### config.mk
export PLATFORM = sky130hd
export DESIGN_NAME = s2c_call_arb
export DESIGN_NICKNAME = d
export VERILOG_FILES = /design/src/rtl/s2c_pkg.sv /design/src/rtl/rr_pick.sv /design/src/rtl/s2c_call_arb.sv
export SDC_FILE = /design/constraint.sdc
export NUM_CORES = 1
export LEC_CHECK = 0
export BUFFER_PORTS_ARGS = -buffer_cell sky130_fd_sc_hd__buf_4
export CORE_ASPECT_RATIO = 1.25
export CORE_MARGIN = 3
export CORE_UTILIZATION = 35
export CTS_CLUSTER_DIAMETER = 50
export DETAILED_ROUTE_END_ITERATION = 10
export GPL_TIMING_DRIVEN = 1
export PLACE_DENSITY_LB_ADDON = 0.05
export REMOVE_ABC_BUFFERS = 1
export SLEW_MARGIN = 40
export SYNTH_ARGS = -nofsm -noshare
export SYNTH_HDL_FRONTEND = slang
export SYNTH_SLANG_ARGS = --single-unit
### constraint.sdc
create_clock -name clk -period 3.66 [get_ports clk]
set_input_delay 0.366 -clock clk [delete_from_list [all_inputs] [get_ports clk]]
set_output_delay 0.366 -clock clk [all_outputs]
set_load 0.01 [all_outputs]
### src/rtl/s2c_pkg.sv
// Shared types and constants for the s2c function-call arbiter.
// Pure declarations, no logic.
// No flow control of its own.
package s2c_pkg;

    // Sequencer states: one call in flight at a time
    typedef enum logic [1:0] {
        IDLE  = 2'd0,
        ISSUE = 2'd1,
        WAIT  = 2'd2,
        RESP  = 2'd3
    } state_t;

    typedef logic [31:0] uint32;

    // Return codes seen by requesters; anything else comes from the callee
    localparam uint32 RET_DATA = 32'd0;
    localparam uint32 RET_END  = 32'd1;
    localparam uint32 RET_TMO  = 32'd2;

endpackage

### src/rtl/rr_pick.sv
// Round-robin picker: first set request at or after the pointer, wrapping.
// Purely combinational, zero latency.
// No backpressure; the caller decides when to consume the grant.
module rr_pick #(
    parameter  int NREQ = 4,
    localparam int IW   = $clog2(NREQ)
) (
    input  logic [NREQ-1:0] req_i,
    input  logic [IW-1:0]   ptr_i,
    output logic [NREQ-1:0] gnt_o,
    output logic [IW-1:0]   idx_o,
    output logic            any_o
);

    // Candidate index ptr+k, kept one bit wider so the wrap compare cannot overflow
    logic [IW:0]   cand;
    logic [IW-1:0] cidx;

    // Scan outward from the pointer; the first hit wins and later hits are ignored
    always_comb begin
        gnt_o = '0;
        idx_o = '0;
        any_o = 1'b0;
        cand  = '0;
        cidx  = '0;
        for (int k = 0; k < NREQ; k++) begin
            cand = {1'b0, ptr_i} + (IW+1)'(k);
            if (cand >= (IW+1)'(NREQ)) begin
                cand = cand - (IW+1)'(NREQ);
            end
            cidx = cand[IW-1:0];
            if (!any_o && req_i[cidx]) begin
                any_o = 1'b1;
                idx_o = cidx;
                gnt_o = NREQ'(1) << cidx;
            end
        end
    end

endmodule

### src/rtl/s2c_call_arb.sv
// Shares one s2cif call channel among NREQ drivers, one call in flight at a time.
// Latency: req to rsp_vld is 3 cycles plus bridge accept/complete time; hung calls end after TMO cycles.
// Backpressure: call_vld holds with stable id/fn until call_rdy; requesters hold req until their rsp_vld.
module s2c_call_arb
    import s2c_pkg::*;
#(
    parameter int NREQ = 4,
    parameter int DW   = 32,
    parameter int FNW  = 8,
    parameter int TMO  = 1024
) (
    input  logic              clk,
    input  logic              rst,
    input  logic [NREQ-1:0]   req_i,
    input  logic [NREQ*FNW-1:0] req_fn_i,
    output logic [NREQ-1:0]   rsp_vld_o,
    output uint32             rsp_ret_o,
    output logic [DW-1:0]     rsp_data_o,
    output logic              call_vld_o,
    output logic [7:0]        call_id_o,
    output logic [FNW-1:0]    call_fn_o,
    input  logic              call_rdy_i,
    input  logic              done_vld_i,
    input  uint32             done_ret_i,
    input  logic [DW-1:0]     done_data_i,
    output logic              busy_o,
    output logic              tmo_err_o
);

    localparam int IW = $clog2(NREQ);
    localparam int CW = $clog2(TMO) + 1;

    state_t          state_q, state_d;
    logic [CW-1:0]   cnt_q, cnt_d;
    logic [IW-1:0]   gidx_q, gidx_d;
    logic [IW-1:0]   ptr_q, ptr_d;
    logic [7:0]      call_id_q, call_id_d;
    logic [FNW-1:0]  call_fn_q, call_fn_d;
    uint32           ret_q, ret_d;
    logic [DW-1:0]   data_q, data_d;
    logic            tmo_err_q, tmo_err_d;

    logic [NREQ-1:0] pick_gnt;
    logic [IW-1:0]   pick_idx;
    logic            pick_any;
    logic [FNW-1:0]  pick_fn;
    logic            tmo_hit;

    rr_pick #(.NREQ(NREQ)) u_pick (
        .req_i (req_i),
        .ptr_i (ptr_q),
        .gnt_o (pick_gnt),
        .idx_o (pick_idx),
        .any_o (pick_any)
    );

    // Function number of the requester the picker selected
    always_comb begin
        pick_fn = '0;
        for (int i = 0; i < NREQ; i++) begin
            if (pick_gnt[i]) begin
                pick_fn = req_fn_i[i*FNW +: FNW];
            end
        end
    end

    // The same counter guards both the accept wait and the completion wait
    assign tmo_hit = (cnt_q == CW'(TMO - 1));

    // State register
    always_ff @(posedge clk or posedge rst) begin
        if (rst) begin
            state_q <= IDLE;
        end else begin
            state_q <= state_d;
        end
    end

    // Next-state: a real completion beats an expiry landing in the same cycle
    always_comb begin
        state_d = state_q;
        case (state_q)
            IDLE:    if (pick_any) state_d = ISSUE;
            ISSUE:   if (call_rdy_i) state_d = WAIT;
                     else if (tmo_hit) state_d = RESP;
            WAIT:    if (done_vld_i || tmo_hit) state_d = RESP;
            RESP:    state_d = IDLE;
            default: state_d = IDLE;
        endcase
    end

    // Datapath next values: grant latch, timeout count, response capture, pointer advance
    always_comb begin
        cnt_d     = cnt_q;
        gidx_d    = gidx_q;
        ptr_d     = ptr_q;
        call_id_d = call_id_q;
        call_fn_d = call_fn_q;
        ret_d     = ret_q;
        data_d    = data_q;
        tmo_err_d = tmo_err_q;
        case (state_q)
            IDLE: begin
                if (pick_any) begin
                    gidx_d    = pick_idx;
                    call_id_d = 8'(pick_idx);
                    call_fn_d = pick_fn;
                    cnt_d     = '0;
                end
            end
            ISSUE: begin
                if (call_rdy_i) begin
                    cnt_d = '0;
                end else if (tmo_hit) begin
                    ret_d     = RET_TMO;
                    data_d    = '0;
                    tmo_err_d = 1'b1;
                end else begin
                    cnt_d = cnt_q + CW'(1);
                end
            end
            WAIT: begin
                if (done_vld_i) begin
                    ret_d  = done_ret_i;
                    data_d = done_data_i;
                end else if (tmo_hit) begin
                    ret_d     = RET_TMO;
                    data_d    = '0;
                    tmo_err_d = 1'b1;
                end else begin
                    cnt_d = cnt_q + CW'(1);
                end
            end
            RESP: begin
                ptr_d = (gidx_q == IW'(NREQ - 1)) ? '0 : gidx_q + IW'(1);
            end
            default: ;
        endcase
    end

    // Datapath registers; reset discards any call in flight
    always_ff @(posedge clk or posedge rst) begin
        if (rst) begin
            cnt_q     <= '0;
            gidx_q    <= '0;
            ptr_q     <= '0;
            call_id_q <= '0;
            call_fn_q <= '0;
            ret_q     <= '0;
            data_q    <= '0;
            tmo_err_q <= 1'b0;
        end else begin
            cnt_q     <= cnt_d;
            gidx_q    <= gidx_d;
            ptr_q     <= ptr_d;
            call_id_q <= call_id_d;
            call_fn_q <= call_fn_d;
            ret_q     <= ret_d;
            data_q    <= data_d;
            tmo_err_q <= tmo_err_d;
        end
    end

    // Outputs decoded from state; the response strobe goes only to the granted requester
    always_comb begin
        rsp_vld_o  = '0;
        call_vld_o = 1'b0;
        busy_o     = (state_q != IDLE);
        if (state_q == RESP) begin
            rsp_vld_o = NREQ'(1) << gidx_q;
        end
        if (state_q == ISSUE) begin
            call_vld_o = 1'b1;
        end
    end

    assign call_id_o  = call_id_q;
    assign call_fn_o  = call_fn_q;
    assign rsp_ret_o  = ret_q;
    assign rsp_data_o = data_q;
    assign tmo_err_o  = tmo_err_q;

endmodule
==> run summary, run 1 <==
RUN STATUS
---------------------------------------------------------------------------------
Status                                                                  completed

STA
---------------------------------------------------------------------------------
Final max-slew violation count                                                  0
Transition time at the pin with the least slew margin                    0.688 ns
Setup-failing EPs final                                                         0
Peak Freq                                                                 301 MHz
Remaining max-slew budget at the tightest pin                               54.2%
Minimum period implied by the final worst setup slack                     3.32 ns
Setup TNS                                                                    0 ns
Hold Vio Cnt, Final                                                             0
Final cycle utilization of the critical path                                90.8%
Setup repair after global routing missed its margin                         false
Worst clock skew on the final layout                                   0.00546 ns

GLOBAL ROUTING
---------------------------------------------------------------------------------
Total gr overflow                                                               0
First-pass GRT wire length                                                20.6 mm
Overall routing resource usage                                              18.0%
Via count of the first global-routing pass                                   3852
Pin count of the biggest net entering global routing                           65
Initial antenna violation count                                                 0

WORST SETUP PATH
---------------------------------------------------------------------------------
Number of cells on the worst reg-to-reg path                                    8
Critical path endpoint category                                          register
Critical Path Slowest Stage Cell                                     sky130_fd_sc_hd__mux4_2
Required time of the critical path                                        3.86 ns
Maximum fanout along the worst path                                            12
Critical-path cell list                                              inv_1, ha_1, mux4_2, nor4b_4, nand2b_1, a21o_1, a222oi_1, o211ai_1
Worst stage delay on the critical path                                    0.64 ns
Critical Path Start Type                                                 register
Kind of critical path                                                register to register
Arrival time of data at the critical path endpoint                        3.52 ns

LAYOUT
---------------------------------------------------------------------------------
Final std cells w/o fill                                                      750
Multi-input gate area                                                   2060 um^2
Post-layout nets                                                              701
# fillers                                                                    1107
Count of antenna diodes in the layout                                           0
Relative area change from synthesis to final layout                         41.5%
Footprint of the flip-flops and latches                                 2250 um^2
Fraction of layout cells with a size suffix above 1                         38.2%

ROUTING
---------------------------------------------------------------------------------
Iteration-0 DRC Markers                                                       319
DRT antenna net count                                                           0
Post-detailed-route DRC marker count                                            0
DRT Wirelength                                                            13.2 mm
Wirelength per Cell                                                       17.5 um
Pre-Repair DR Iteration Count                                                   6
Via count                                                                    3945
Per-cell via count in the routed design                                      5.26

PLACE
---------------------------------------------------------------------------------
Final estimated routing congestion in global placement                      0.833
Count of input and output buffers                                             184
HPWL after detailed placement                                             9.64 mm
Total instance count after detailed placement                                 734

POWER AND IR DROP
---------------------------------------------------------------------------------
Total power divided by cell area                                      865 nW/um^2
Peak supply drop                                                         0.423 mV
Reported leakage power                                                    3.12 nW

CTS
---------------------------------------------------------------------------------
CTS tree                                                                      yes
Clock Sinks                                                                    90
Clock transition at path regs                                             0.07 ns
Number of buffers created by CTS                                                9
CTS max path bufs                                                               2
Source-to-sink clock delay at the later pin of the worst-skew pair        0.33 ns
Post-CTS setup buffers                                                          0
Clock H-tree levels                                                             3
Cell chosen for the clock root                                       sky130_fd_sc_hd__clkbuf_16

YOSYS
---------------------------------------------------------------------------------
Proportion of netlist area held by the largest area contributor             50.3%
Synthesized instance count                                                    401
Yosys warns                                                                     0
Most instantiated cells after synthesis                              90 x sky130_fd_sc_hd__dfrtp_1, 65 x sky130_fd_sc_hd__a22o_1, 24 x sky130_fd_sc_hd__nand2_1
Average instance area after synthesis                                   11.2 um^2
Cell variety after synth                                                       53
Share of synthesized area occupied by flip-flops and latches                50.3%
Number of flops mapped to enable cells by yosys                                 0
Syn Std Cell Area                                                       4480 um^2
Number of synthesized register bits                                            90
Leading cell types by total area after synthesis                     sky130_fd_sc_hd__dfrtp_1 50%, sky130_fd_sc_hd__a22o_1 13%, sky130_fd_sc_hd__ha_1 4.5%
Cell type with the highest aggregate area in the netlist             sky130_fd_sc_hd__dfrtp_1
Post-synthesis async set-or-reset flop share                                 100%
Most instantiated library cell after synthesis                       sky130_fd_sc_hd__dfrtp_1
Most common flop cell mapped by yosys                                sky130_fd_sc_hd__dfrtp_1

DIE
---------------------------------------------------------------------------------
Row count                                                                      45
Die extent in x                                                            107 um
Core area                                                              12300 um^2
Initial standard-cell utilization of the core                               36.3%
Die Footprint                                                          14200 um^2
Die boundary height                                                        132 um
Number of I/O pins                                                            191

JOB
---------------------------------------------------------------------------------
Number of maximum-capacitance constraint violations                             0

WORST HOLD PATH
---------------------------------------------------------------------------------
Worst hold path class                                                input pin to async pin

-- cell type report --
cell class | count | area share (%)
Sequential cell | 90 | 35.6
Multi-Input combinational cell | 274 | 32.5
Timing Repair Buffer | 193 | 22.8
Clock buffer | 9 | 3.56
Tap cell | 164 | 3.24
Clock inverter | 7 | 1.42
Inverter | 13 | 0.849
-- registers in the layout, indices dropped and copies added, names as in the netlist --
| register | flops |
|---|---|
| rsp_data_o | 32 |
| rsp_ret_o | 32 |
| cnt_q | 11 |
| call_fn_o | 8 |
| call_id_o | 2 |
| ptr_q | 2 |
| state_q | 2 |
| tmo_err_o | 1 |
-- critical path: cells and delay by family, from the launching register on --
| kind | cells | cell delay (ns) |
|---|---|---|
| AO/OA/AOI/OAI | 3 | 0.72 |
| buffers and inverters | 1 | 0.16 |
| flip-flops | 1 | 0.51 |
| multiplexers | 1 | 0.64 |
| AND/OR/NAND/NOR | 2 | 0.68 |
| adder cells (fa/ha/maj) | 1 | 0.48 |
-- worst paths after layout --
| check | start | to | slack, ns |
|---|---|---|---|
| setup / recovery | ptr_q[1] | call_fn_o[4] | 0.34 |
| hold / removal | rst | rsp_ret_o[24] | 0.06 |
| setup reg to reg | ptr_q[1] | call_fn_o[4] | 0.34 |
| hold reg to reg | tmo_err_o | tmo_err_o | 0.47 |
| max in group asynchronous | rst | rsp_data_o[19] | 2.95 |
| min in group clk | done_data_i[25] | rsp_data_o[25] | 0.25 |
-- metal layers --
| metal | vias up | GRT usage (%) | share of wire [%] |
|---|---|---|---|
| met1 | 1916 | 22.8 | 42 |
| li1 | 1868 | - | - |
| met4 | 0 | 4.83 | 0.89 |
| met5 | - | 0 | 0 |
| met3 | 11 | 3.37 | 6.8 |
| met2 | 150 | 31.4 | 50 |
-- metrics by stage --
step / cell area (um^2) / setup WS (ns) / hold WS, ns / power, mW / util (%)
2_1_floorplan: 4340 / -2.02 / 0.492 / 3.33 / -
3_3_place_gp: 6010 / 0.429 / 0.449 / 4.51 / 48.7
3_5_place_dp: 6020 / 0.315 / 0.452 / 4.54 / 48.8
4_1_cts: 6330 / 0.287 / 0.0861 / 5.55 / 51.4
5_1_grt: 6330 / 0.162 / 0.106 / 5.89 / 51.4
6_report: 6330 / 0.338 / 0.0604 / 5.48 / 51.4
-- power breakdown --
group / internal (mW) / switching [mW] / leakage [nW]
Combinational: 1.38 / 1.47 / 1.83
Sequential: 1.41 / 0.249 / 1.13
Clock: 0.550 / 0.420 / 0.156
Total: 3.34 / 2.14 / 3.12
-- cells by family after synthesis --
kind of cell,count (synthesis),synth area share (%)
and+or+nand+nor,89,10.1
adders and majority gates,16,4.47
DFF,90,50.3
other,1,0.0838
buffers and inverters,42,4.47
xor gates and xnor gates,6,1.17
AOI/OAI and AO/OA,146,25.7
muxes,11,3.63
-- timing repair --
item / in CTS / in global routing
resized for setup: 0 / 1
hold buffers: 0 / 0
endpoints found under the setup margin: 0 / 1
-- layout by cell type (no fill, tap or decap), types with 5 or more instances in the layout --
cell / instances
sky130_fd_sc_hd__buf_4: 192
sky130_fd_sc_hd__dfrtp_1: 89
sky130_fd_sc_hd__a22o_1: 65
sky130_fd_sc_hd__nand2_1: 24
sky130_fd_sc_hd__nor2_1: 18
sky130_fd_sc_hd__o21ai_0: 17
sky130_fd_sc_hd__ha_1: 16
sky130_fd_sc_hd__nand3_1: 12
sky130_fd_sc_hd__inv_1: 12
sky130_fd_sc_hd__a21oi_1: 11
sky130_fd_sc_hd__a21o_1: 10
sky130_fd_sc_hd__o211ai_1: 9
sky130_fd_sc_hd__clkbuf_16: 9
sky130_fd_sc_hd__and2_1: 7
sky130_fd_sc_hd__a222oi_1: 7
sky130_fd_sc_hd__nor2b_1: 6
sky130_fd_sc_hd__nand2b_1: 6
sky130_fd_sc_hd__conb_1: 6
sky130_fd_sc_hd__xnor2_1: 5
sky130_fd_sc_hd__mux2i_1: 5
(Power assumes the default switching activity.)
==> run 2: changes to the inputs <==
--- a/config.mk
+++ b/config.mk
@@ -5,6 +5,7 @@
 export SDC_FILE = /design/constraint.sdc
 export NUM_CORES = 1
 export LEC_CHECK = 0
+export ABC_AREA = 1
 export BUFFER_PORTS_ARGS = -buffer_cell sky130_fd_sc_hd__buf_4
 export CORE_ASPECT_RATIO = 1.25
 export CORE_MARGIN = 3
==> run 2 against run 1 <==
Against the previous run:
- clock power is 2.8% lower
- critical path depth increased by 4
- flip-flop and latch count stayed put
- combinational power rose by 8.4%
- sequential share of layout area is 0.70 points lower
- power is 4.0% higher
- first-iteration DRC count is 15% lower
- fmax up 31%
- via count up 1.3%
==> run summary, run 2 <==
RUN STATUS
-------------------------------------------------------------------------------------
Status                                                                      completed   unchanged

YOSYS
-------------------------------------------------------------------------------------
Syn Std Cell Area                                                           4700 um^2   was 4480 um^2
Number of flops mapped to enable cells by yosys                                     0   unchanged
Cell type with the highest aggregate area in the netlist                 sky130_fd_sc_hd__dfrtp_1   unchanged
Most instantiated library cell after synthesis                           sky130_fd_sc_hd__dfrtp_1   unchanged
Synthesized instance count                                                        462   was 401
Share of synthesized area occupied by flip-flops and latches                    47.9%   was 50.3%
Number of synthesized register bits                                                90   unchanged
Leading cell types by total area after synthesis                         sky130_fd_sc_hd__dfrtp_1 48%, sky130_fd_sc_hd__a22o_1 12%, sky130_fd_sc_hd__nand2_1 5.0%   was sky130_fd_sc_hd__dfrtp_1 50%, sky130_fd_sc_hd__a22o_1 13%, sky130_fd_sc_hd__ha_1 4.5%
Average instance area after synthesis                                       10.2 um^2   was 11.2 um^2
Yosys warns                                                                         0   unchanged
Most instantiated cells after synthesis                                  90 x sky130_fd_sc_hd__dfrtp_1, 63 x sky130_fd_sc_hd__a22o_1, 62 x sky130_fd_sc_hd__nand2_1   was 90 x sky130_fd_sc_hd__dfrtp_1, 65 x sky130_fd_sc_hd__a22o_1, 24 x sky130_fd_sc_hd__nand2_1
Post-synthesis async set-or-reset flop share                                     100%   unchanged
Proportion of netlist area held by the largest area contributor                 47.9%   was 50.3%
Most common flop cell mapped by yosys                                    sky130_fd_sc_hd__dfrtp_1   unchanged
Cell variety after synth                                                           44   was 53

STA
-------------------------------------------------------------------------------------
Setup repair after global routing missed its margin                             false   unchanged
Setup TNS                                                                        0 ns   unchanged
Final max-slew violation count                                                      0   unchanged
Peak Freq                                                                     395 MHz   was 301 MHz
Final cycle utilization of the critical path                                    69.2%   was 90.8%
Setup-failing EPs final                                                             0   unchanged
Worst clock skew on the final layout                                       0.00819 ns   was 0.00546 ns
Hold Vio Cnt, Final                                                                 0   unchanged
Minimum period implied by the final worst setup slack                         2.53 ns   was 3.32 ns
Fin Hold WS                                                                  0.248 ns   was 0.0604 ns
Remaining max-slew budget at the tightest pin                                   52.9%   was 54.2%
Transition time at the pin with the least slew margin                        0.707 ns   was 0.688 ns

GLOBAL ROUTING
-------------------------------------------------------------------------------------
Overall routing resource usage                                                  17.1%   was 18.0%
First-pass GRT wire length                                                    19.9 mm   was 20.6 mm
Via count of the first global-routing pass                                       3965   was 3852
Total gr overflow                                                                   0   unchanged
Pin count of the biggest net entering global routing                               65   unchanged
Initial antenna violation count                                                     0   unchanged

WORST SETUP PATH
-------------------------------------------------------------------------------------
Kind of critical path                                                    register to register   unchanged
Setup slack, reg-to-reg                                                       1.13 ns   was 0.34 ns
Required time of the critical path                                            3.92 ns   was 3.86 ns
Buffering stage count on the worst path with inverters included                     3   was 1
Critical Path Start Type                                                     register   unchanged
Cell family contributing the most delay on the critical path             simple AND/OR/NAND/NOR gates   was compound AO/OA/AOI/OAI gates
Worst stage delay on the critical path                                        0.68 ns   was 0.64 ns
Critical Path Slowest Stage Cell                                         sky130_fd_sc_hd__dfrtp_1   was sky130_fd_sc_hd__mux4_2
Critical path endpoint category                                              register   unchanged
Worst R2R End                                                                cnt_q[4]   was call_fn_o[4]
Most frequent cell on the critical path                                  sky130_fd_sc_hd__nand2_2
Number of cells on the worst reg-to-reg path                                       12   was 8
Critical-path cell list                                                  inv_8, ha_1, inv_1, nand3_1, nand2_2, nor2_8, nand4_2, nand2_2, inv_2, nand4_1, or2_0, a21oi_1   was inv_1, ha_1, mux4_2, nor4b_4, nand2b_1, a21o_1, a222oi_1, o211ai_1
Maximum fanout along the worst path                                                12   unchanged
Arrival time of data at the critical path endpoint                            2.79 ns   was 3.52 ns
Startpoint of the lowest-slack register-to-register path                     ptr_q[0]   was ptr_q[1]

CTS
-------------------------------------------------------------------------------------
Number of buffers created by CTS                                                    9   unchanged
Cell chosen for the clock root                                           sky130_fd_sc_hd__clkbuf_16   unchanged
Clock H-tree levels                                                                 3   unchanged
Post-CTS setup buffers                                                              0   unchanged
Clock Sinks                                                                        90   unchanged
CTS max path bufs                                                                   2   unchanged
Source-to-sink clock delay at the later pin of the worst-skew pair            0.34 ns   was 0.33 ns
CTS tree                                                                          yes   unchanged
Clock transition at path regs                                                 0.07 ns   about the same

ROUTING
-------------------------------------------------------------------------------------
Via count                                                                        3997   was 3945
Per-cell via count in the routed design                                          4.90   was 5.26
Pre-Repair DR Iteration Count                                                       4   was 6
DRT Wirelength                                                                13.1 mm   was 13.2 mm
Post-detailed-route DRC marker count                                                0   unchanged
Iteration-0 DRC Markers                                                           271   was 319
Wirelength per Cell                                                           16.1 um   was 17.5 um
DRT antenna net count                                                               0   unchanged

LAYOUT
-------------------------------------------------------------------------------------
Most frequent cells in the layout                                        188 x sky130_fd_sc_hd__buf_4, 90 x sky130_fd_sc_hd__dfrtp_1, 63 x sky130_fd_sc_hd__a22o_1   was 192 x sky130_fd_sc_hd__buf_4, 89 x sky130_fd_sc_hd__dfrtp_1, 65 x sky130_fd_sc_hd__a22o_1
Fraction of layout cells with a size suffix above 1                             39.9%   was 38.2%
Count of antenna diodes in the layout                                               0   unchanged
Relative area change from synthesis to final layout                             37.5%   was 41.5%
Final std cells w/o fill                                                          815   was 750
Most frequent standard cell in the layout excluding fill and tap cells   sky130_fd_sc_hd__buf_4   unchanged
Post-layout nets                                                                  763   was 701

PLACE
-------------------------------------------------------------------------------------
Count of input and output buffers                                                 184   unchanged
Final estimated routing congestion in global placement                          0.803   was 0.833
Total instance count after detailed placement                                     799   was 734
HPWL after detailed placement                                                 9.95 mm   was 9.64 mm

DIE
-------------------------------------------------------------------------------------
Die extent in x                                                                110 um   was 107 um
Die Footprint                                                              14900 um^2   was 14200 um^2
Die boundary height                                                            136 um   was 132 um
Row count                                                                          46   was 45
Initial standard-cell utilization of the core                                   36.4%   was 36.3%
Core area                                                                  12900 um^2   was 12300 um^2
Number of I/O pins                                                                191   unchanged

WORST HOLD PATH
-------------------------------------------------------------------------------------
HP Start                                                                 done_ret_i[20]
Count of cells along the worst hold path                                            2
Worst hold path class                                                    input pin to register   was input pin to async pin
WHS Endpoint                                                             rsp_ret_o[20]

JOB
-------------------------------------------------------------------------------------
Number of maximum-capacitance constraint violations                                 0   unchanged

POWER AND IR DROP
-------------------------------------------------------------------------------------
Total power divided by cell area                                          882 nW/um^2   was 865 nW/um^2
Reported leakage power                                                        3.46 nW   was 3.12 nW
Peak supply drop                                                             0.365 mV   was 0.423 mV

==> run 2: cell families (layout without fill, tap and decap cells) <==
| kind of cell | Yosys count | after routing | synth area share, % |
|---|---|---|---|
| AO/OA/AOI/OAI | 130 | 130 | 20.7 |
| flip-flops | 90 | 90 | 47.9 |
| adder cells (fa/ha/maj) | 16 | 16 | 4.26 |
| XOR/XNOR | 3 | 3 | 0.560 |
| AND/OR/NAND/NOR | 145 | 145 | 18.0 |
| other | 1 | 6 | 0.0798 |
| buffers and inverters | 77 | 257 | 8.50 |
==> run 2: repair_timing <==
| action | CTS | global route |
|---|---|---|
| hold buffers | 1 | 0 |
| resized for setup | 0 | 0 |
| endpoints found under the hold margin | 17 | 0 |
==> run 2: worst max path at each step <==
stage / from / endpoint / slack, ns / cells after the start
after global routing: ptr_q[0] / call_fn_o[0] / 0.85 / 14
after global placement: ptr_q[0] / cnt_q[4] / 1.22 / 12
final: ptr_q[0] / cnt_q[4] / 1.13 / 12
after CTS: ptr_q[0] / cnt_q[4] / 1.11 / 12
after detailed placement: ptr_q[0] / cnt_q[4] / 1.13 / 12
after floorplan: rst / call_fn_o[0] / 0.96 / 1
==> run 2: layout make-up <==
type	count	area, um^2
fill	1217	6430
clock buffer	9	225
sequential	90	2250
multi-input combinational	300	2060
tap	168	210
clock inverter	6	73.8
inverter	53	210
timing repair buffer	189	1420
==> run 2: report_power, final <==
group          internal, mW  switching, mW
combinational          1.35           1.74
clock                 0.536          0.407
sequential             1.40          0.261
total                  3.29           2.41
==> run 2: through the flow <==
step | worst slack, ns | utilization, % | power [mW] | area [um^2]
detailed placement | 1.13 | 47.7 | 4.80 | 6150
floorplan | 0.959 | - | 3.61 | 4530
CTS | 1.11 | 50.1 | 5.77 | 6460
finish | 1.13 | 50.1 | 5.70 | 6460
global route | 0.847 | 50.1 | 6.15 | 6460
global placement | 1.22 | 47.7 | 4.78 | 6150
==> run 2: metal layers <==
layer / part of all wire, % / routed length [um] / GRT usage (%) / vias to the layer above
li1: - / - / - / 1949
met1: 42 / 5470 / 20.8 / 1889
met2: 49 / 6420 / 28.6 / 138
met3: 7.1 / 930 / 4.63 / 21
met4: 2.2 / 291 / 6.24 / 0
met5: 0 / 0 / 0 / -
==> run 3: changes to the inputs <==
==> constraint.sdc (replaced) <==
create_clock -name clk -period 2.1 [get_ports clk]
set_input_delay 0.21 -clock clk [delete_from_list [all_inputs] [get_ports clk]]
set_output_delay 0.21 -clock clk [all_outputs]
set_load 0.01 [all_outputs]
==> run 3 against run 2 <==
Against the previous run:
- sequential power grew 71%
- final cell count grew 2.1%
- combinational power grew 90%
- first-iteration DRC count shrank 30%
- die area is the same
- flip-flop and latch count is the same
- critical endpoint is now call_fn_o[3]
- largest cell class unchanged
==> run summary, run 3 (synthesized netlist as in run 2, its figures left out) <==
WORST HOLD PATH
-------------------------------------------------------------------------------------
Count of cells along the worst hold path                                            2   unchanged
WHS Endpoint                                                             rsp_ret_o[20]   unchanged
HP Start                                                                 done_ret_i[20]   unchanged
Worst hold path class                                                    input pin to register   unchanged

LAYOUT
-------------------------------------------------------------------------------------
Final std cells w/o fill                                                          832   was 815
Most frequent standard cell in the layout excluding fill and tap cells   sky130_fd_sc_hd__buf_4   unchanged
Relative area change from synthesis to final layout                             42.3%   was 37.5%
Post-route cell area                                                        6680 um^2   was 6460 um^2
# fillers                                                                        1175   was 1217
Count of antenna diodes in the layout                                               0   unchanged
End-of-flow core utilization                                                    51.8%   was 50.1%
Fraction of layout cells with a size suffix above 1                             43.5%   was 39.9%
Post-layout nets                                                                  779   was 763
Most frequent cells in the layout                                        199 x sky130_fd_sc_hd__buf_4, 89 x sky130_fd_sc_hd__dfrtp_1, 63 x sky130_fd_sc_hd__a22o_1   was 188 x sky130_fd_sc_hd__buf_4, 90 x sky130_fd_sc_hd__dfrtp_1, 63 x sky130_fd_sc_hd__a22o_1

DIE
-------------------------------------------------------------------------------------
Core area                                                                  12900 um^2   unchanged
Number of I/O pins                                                                191   unchanged
Initial standard-cell utilization of the core                                   36.4%   unchanged
Row count                                                                          46   unchanged
Die Footprint                                                              14900 um^2   unchanged
Die boundary height                                                            136 um   unchanged
Die extent in x                                                                110 um   unchanged

GLOBAL ROUTING
-------------------------------------------------------------------------------------
Via count of the first global-routing pass                                       4054   was 3965
Met3 track demand over resource                                                 2.48%   was 4.63%
Pin count of the biggest net entering global routing                               65   unchanged
Met1 layer usage reported by global route                                       20.9%   was 20.8%
Overall routing resource usage                                                  17.5%   was 17.1%
Initial antenna violation count                                                     0   unchanged
Met2 GRT Util                                                                   31.6%   was 28.6%
Total gr overflow                                                                   0   unchanged
First-pass GRT wire length                                                    20.4 mm   was 19.9 mm
Global routing's busiest layer                                                   met2   unchanged

CTS
-------------------------------------------------------------------------------------
Source-to-sink clock delay at the later pin of the worst-skew pair            0.34 ns   about the same
Clock Sinks                                                                        90   unchanged
CTS max path bufs                                                                   2   unchanged
Clock H-tree levels                                                                 3   unchanged
CTS tree                                                                          yes   unchanged
Number of buffers created by CTS                                                    9   unchanged
Clock transition at path regs                                                 0.07 ns   about the same
Cell chosen for the clock root                                           sky130_fd_sc_hd__clkbuf_16   unchanged

STA
-------------------------------------------------------------------------------------
Peak Freq                                                                     511 MHz   was 395 MHz
Fin Hold WS                                                                 0.0908 ns   was 0.248 ns
Hold Vio Cnt, Final                                                                 0   unchanged
Final cycle utilization of the critical path                                    93.2%   was 69.2%
Remaining max-slew budget at the tightest pin                                   59.9%   was 52.9%
Worst clock skew on the final layout                                       0.00987 ns   was 0.00819 ns
Final max-slew violation count                                                      0   unchanged
Minimum period implied by the final worst setup slack                         1.96 ns   was 2.53 ns
Final worst-path setup slack                                                 0.144 ns   was 1.13 ns
Setup repair after global routing missed its margin                              true   was false
Transition time at the pin with the least slew margin                        0.601 ns   was 0.707 ns
Setup-failing EPs final                                                             0   unchanged

WORST SETUP PATH
-------------------------------------------------------------------------------------
Arrival time of data at the critical path endpoint                            2.23 ns   was 2.79 ns
Kind of critical path                                                    register to register   unchanged
Worst stage delay on the critical path                                        0.42 ns   was 0.68 ns
Critical path endpoint category                                              register   unchanged
Startpoint of the lowest-slack register-to-register path                     ptr_q[0]   unchanged
Worst R2R End                                                            call_fn_o[3]   was cnt_q[4]
Launch point of the critical path                                            ptr_q[0]   unchanged
Setup slack, reg-to-reg                                                       0.14 ns   was 1.13 ns
Most frequent cell on the critical path                                  sky130_fd_sc_hd__nand2_2   unchanged
Required time of the critical path                                            2.37 ns   was 3.92 ns
Maximum fanout along the worst path                                                 8   was 12
Critical Path Slowest Stage Cell                                         sky130_fd_sc_hd__dfrtp_2   was sky130_fd_sc_hd__dfrtp_1
Critical Path Start Type                                                     register   unchanged
Number of cells on the worst reg-to-reg path                                       14   was 12
Critical-path cell list                                                  inv_8, ha_4, inv_4, nand3_4, nand2_4, nor2_8, nand3_4, nand2_2, nor2_2, nor2_4, nand3_2, nand2_2, nand2_2, a21oi_2   was inv_8, ha_1, inv_1, nand3_1, nand2_2, nor2_8, nand4_2, nand2_2, inv_2, nand4_1, or2_0, a21oi_1

ROUTING
-------------------------------------------------------------------------------------
Wirelength per Cell                                                           16.1 um   about the same
Post-detailed-route DRC marker count                                                0   unchanged
Via count                                                                        4016   was 3997
Iteration-0 DRC Markers                                                           191   was 271
Pre-Repair DR Iteration Count                                                       4   unchanged
Per-cell via count in the routed design                                          4.83   was 4.90
DRT Wirelength                                                                13.4 mm   was 13.1 mm
DRT antenna net count                                                               0   unchanged

POWER AND IR DROP
-------------------------------------------------------------------------------------
Reported leakage power                                                        3.55 nW   was 3.46 nW
Peak supply drop                                                             0.678 mV   was 0.365 mV
Total power divided by cell area                                         1530 nW/um^2   was 882 nW/um^2

PLACE
-------------------------------------------------------------------------------------
Count of input and output buffers                                                 184   unchanged
Placed cell areas                                                           6290 um^2   was 6150 um^2
Final estimated routing congestion in global placement                          0.778   was 0.803
HPWL after detailed placement                                                 10.0 mm   was 9.95 mm
Worst setup timing slack at the placement stage                            0.00426 ns   was 1.13 ns
Total instance count after detailed placement                                     813   was 799

RUN STATUS
-------------------------------------------------------------------------------------
Status                                                                      completed   unchanged

JOB
-------------------------------------------------------------------------------------
Number of maximum-capacitance constraint violations                                 0   unchanged

run 3: report_power, final:
part	total (mW)	internal, mW	switching, mW
registers	2.85	2.45	0.397
clock network	1.51	0.813	0.701
logic	5.88	2.66	3.22
total	10.2	5.93	4.32
run 3: cell type report:
class | count | area (um^2) | share of cell area (%)
Inverter | 53 | 218 | 3.26
Timing Repair Buffer | 205 | 1590 | 23.7
Clock inverter | 6 | 48.8 | 0.730
Multi-Input combinational cell | 300 | 2140 | 32.0
Tap cell | 168 | 210 | 3.15
Clock buffer | 10 | 229 | 3.43
Sequential cell | 90 | 2250 | 33.7
run 3: per-layer routing:
layer / vias up / part of all wire (%)
met5: - / 0
met2: 123 / 52
li1: 1980 / -
met3: 19 / 5.4
met4: 0 / 1.9
met1: 1894 / 40
run 3: critical path, delay by kind of cell (launching register included):
kind | cells | cell delay [ns]
adders and majority gates | 1 | 0.29
and+or+nand+nor | 10 | 0.95
AOI/OAI and AO/OA | 1 | 0.12
DFF | 1 | 0.42
buffers and inverters | 2 | 0.09
run 3: how the worst max path moves through the flow:
stage          slack (ns)  cells after the start            to
4_1_cts              0.06                     14  call_fn_o[6]
5_1_grt             -0.05                     14  call_fn_o[3]
3_5_place_dp        0.004                     12      cnt_q[4]
3_3_place_gp         0.03                     11  call_id_o[0]
2_1_floorplan       -0.45                      1  call_fn_o[0]
6_report             0.14                     14  call_fn_o[3]
run 3: stage by stage:
stage               total power [mW]  setup TNS [ns]
floorplan                       6.30          -41.71
global placement                8.50               0
detailed placement              8.53               0
CTS                             10.2               0
global route                    11.1          -0.201
finish                          10.2               0
run 3: what timing repair did:
action                     in CTS  in global routing
setup endpoints to repair       8                 12
hold endpoints to repair       27                  0
hold buffers                    1                  0
resized for setup               3                 20
pin swaps                       2                 12
buffers inserted                0                  2
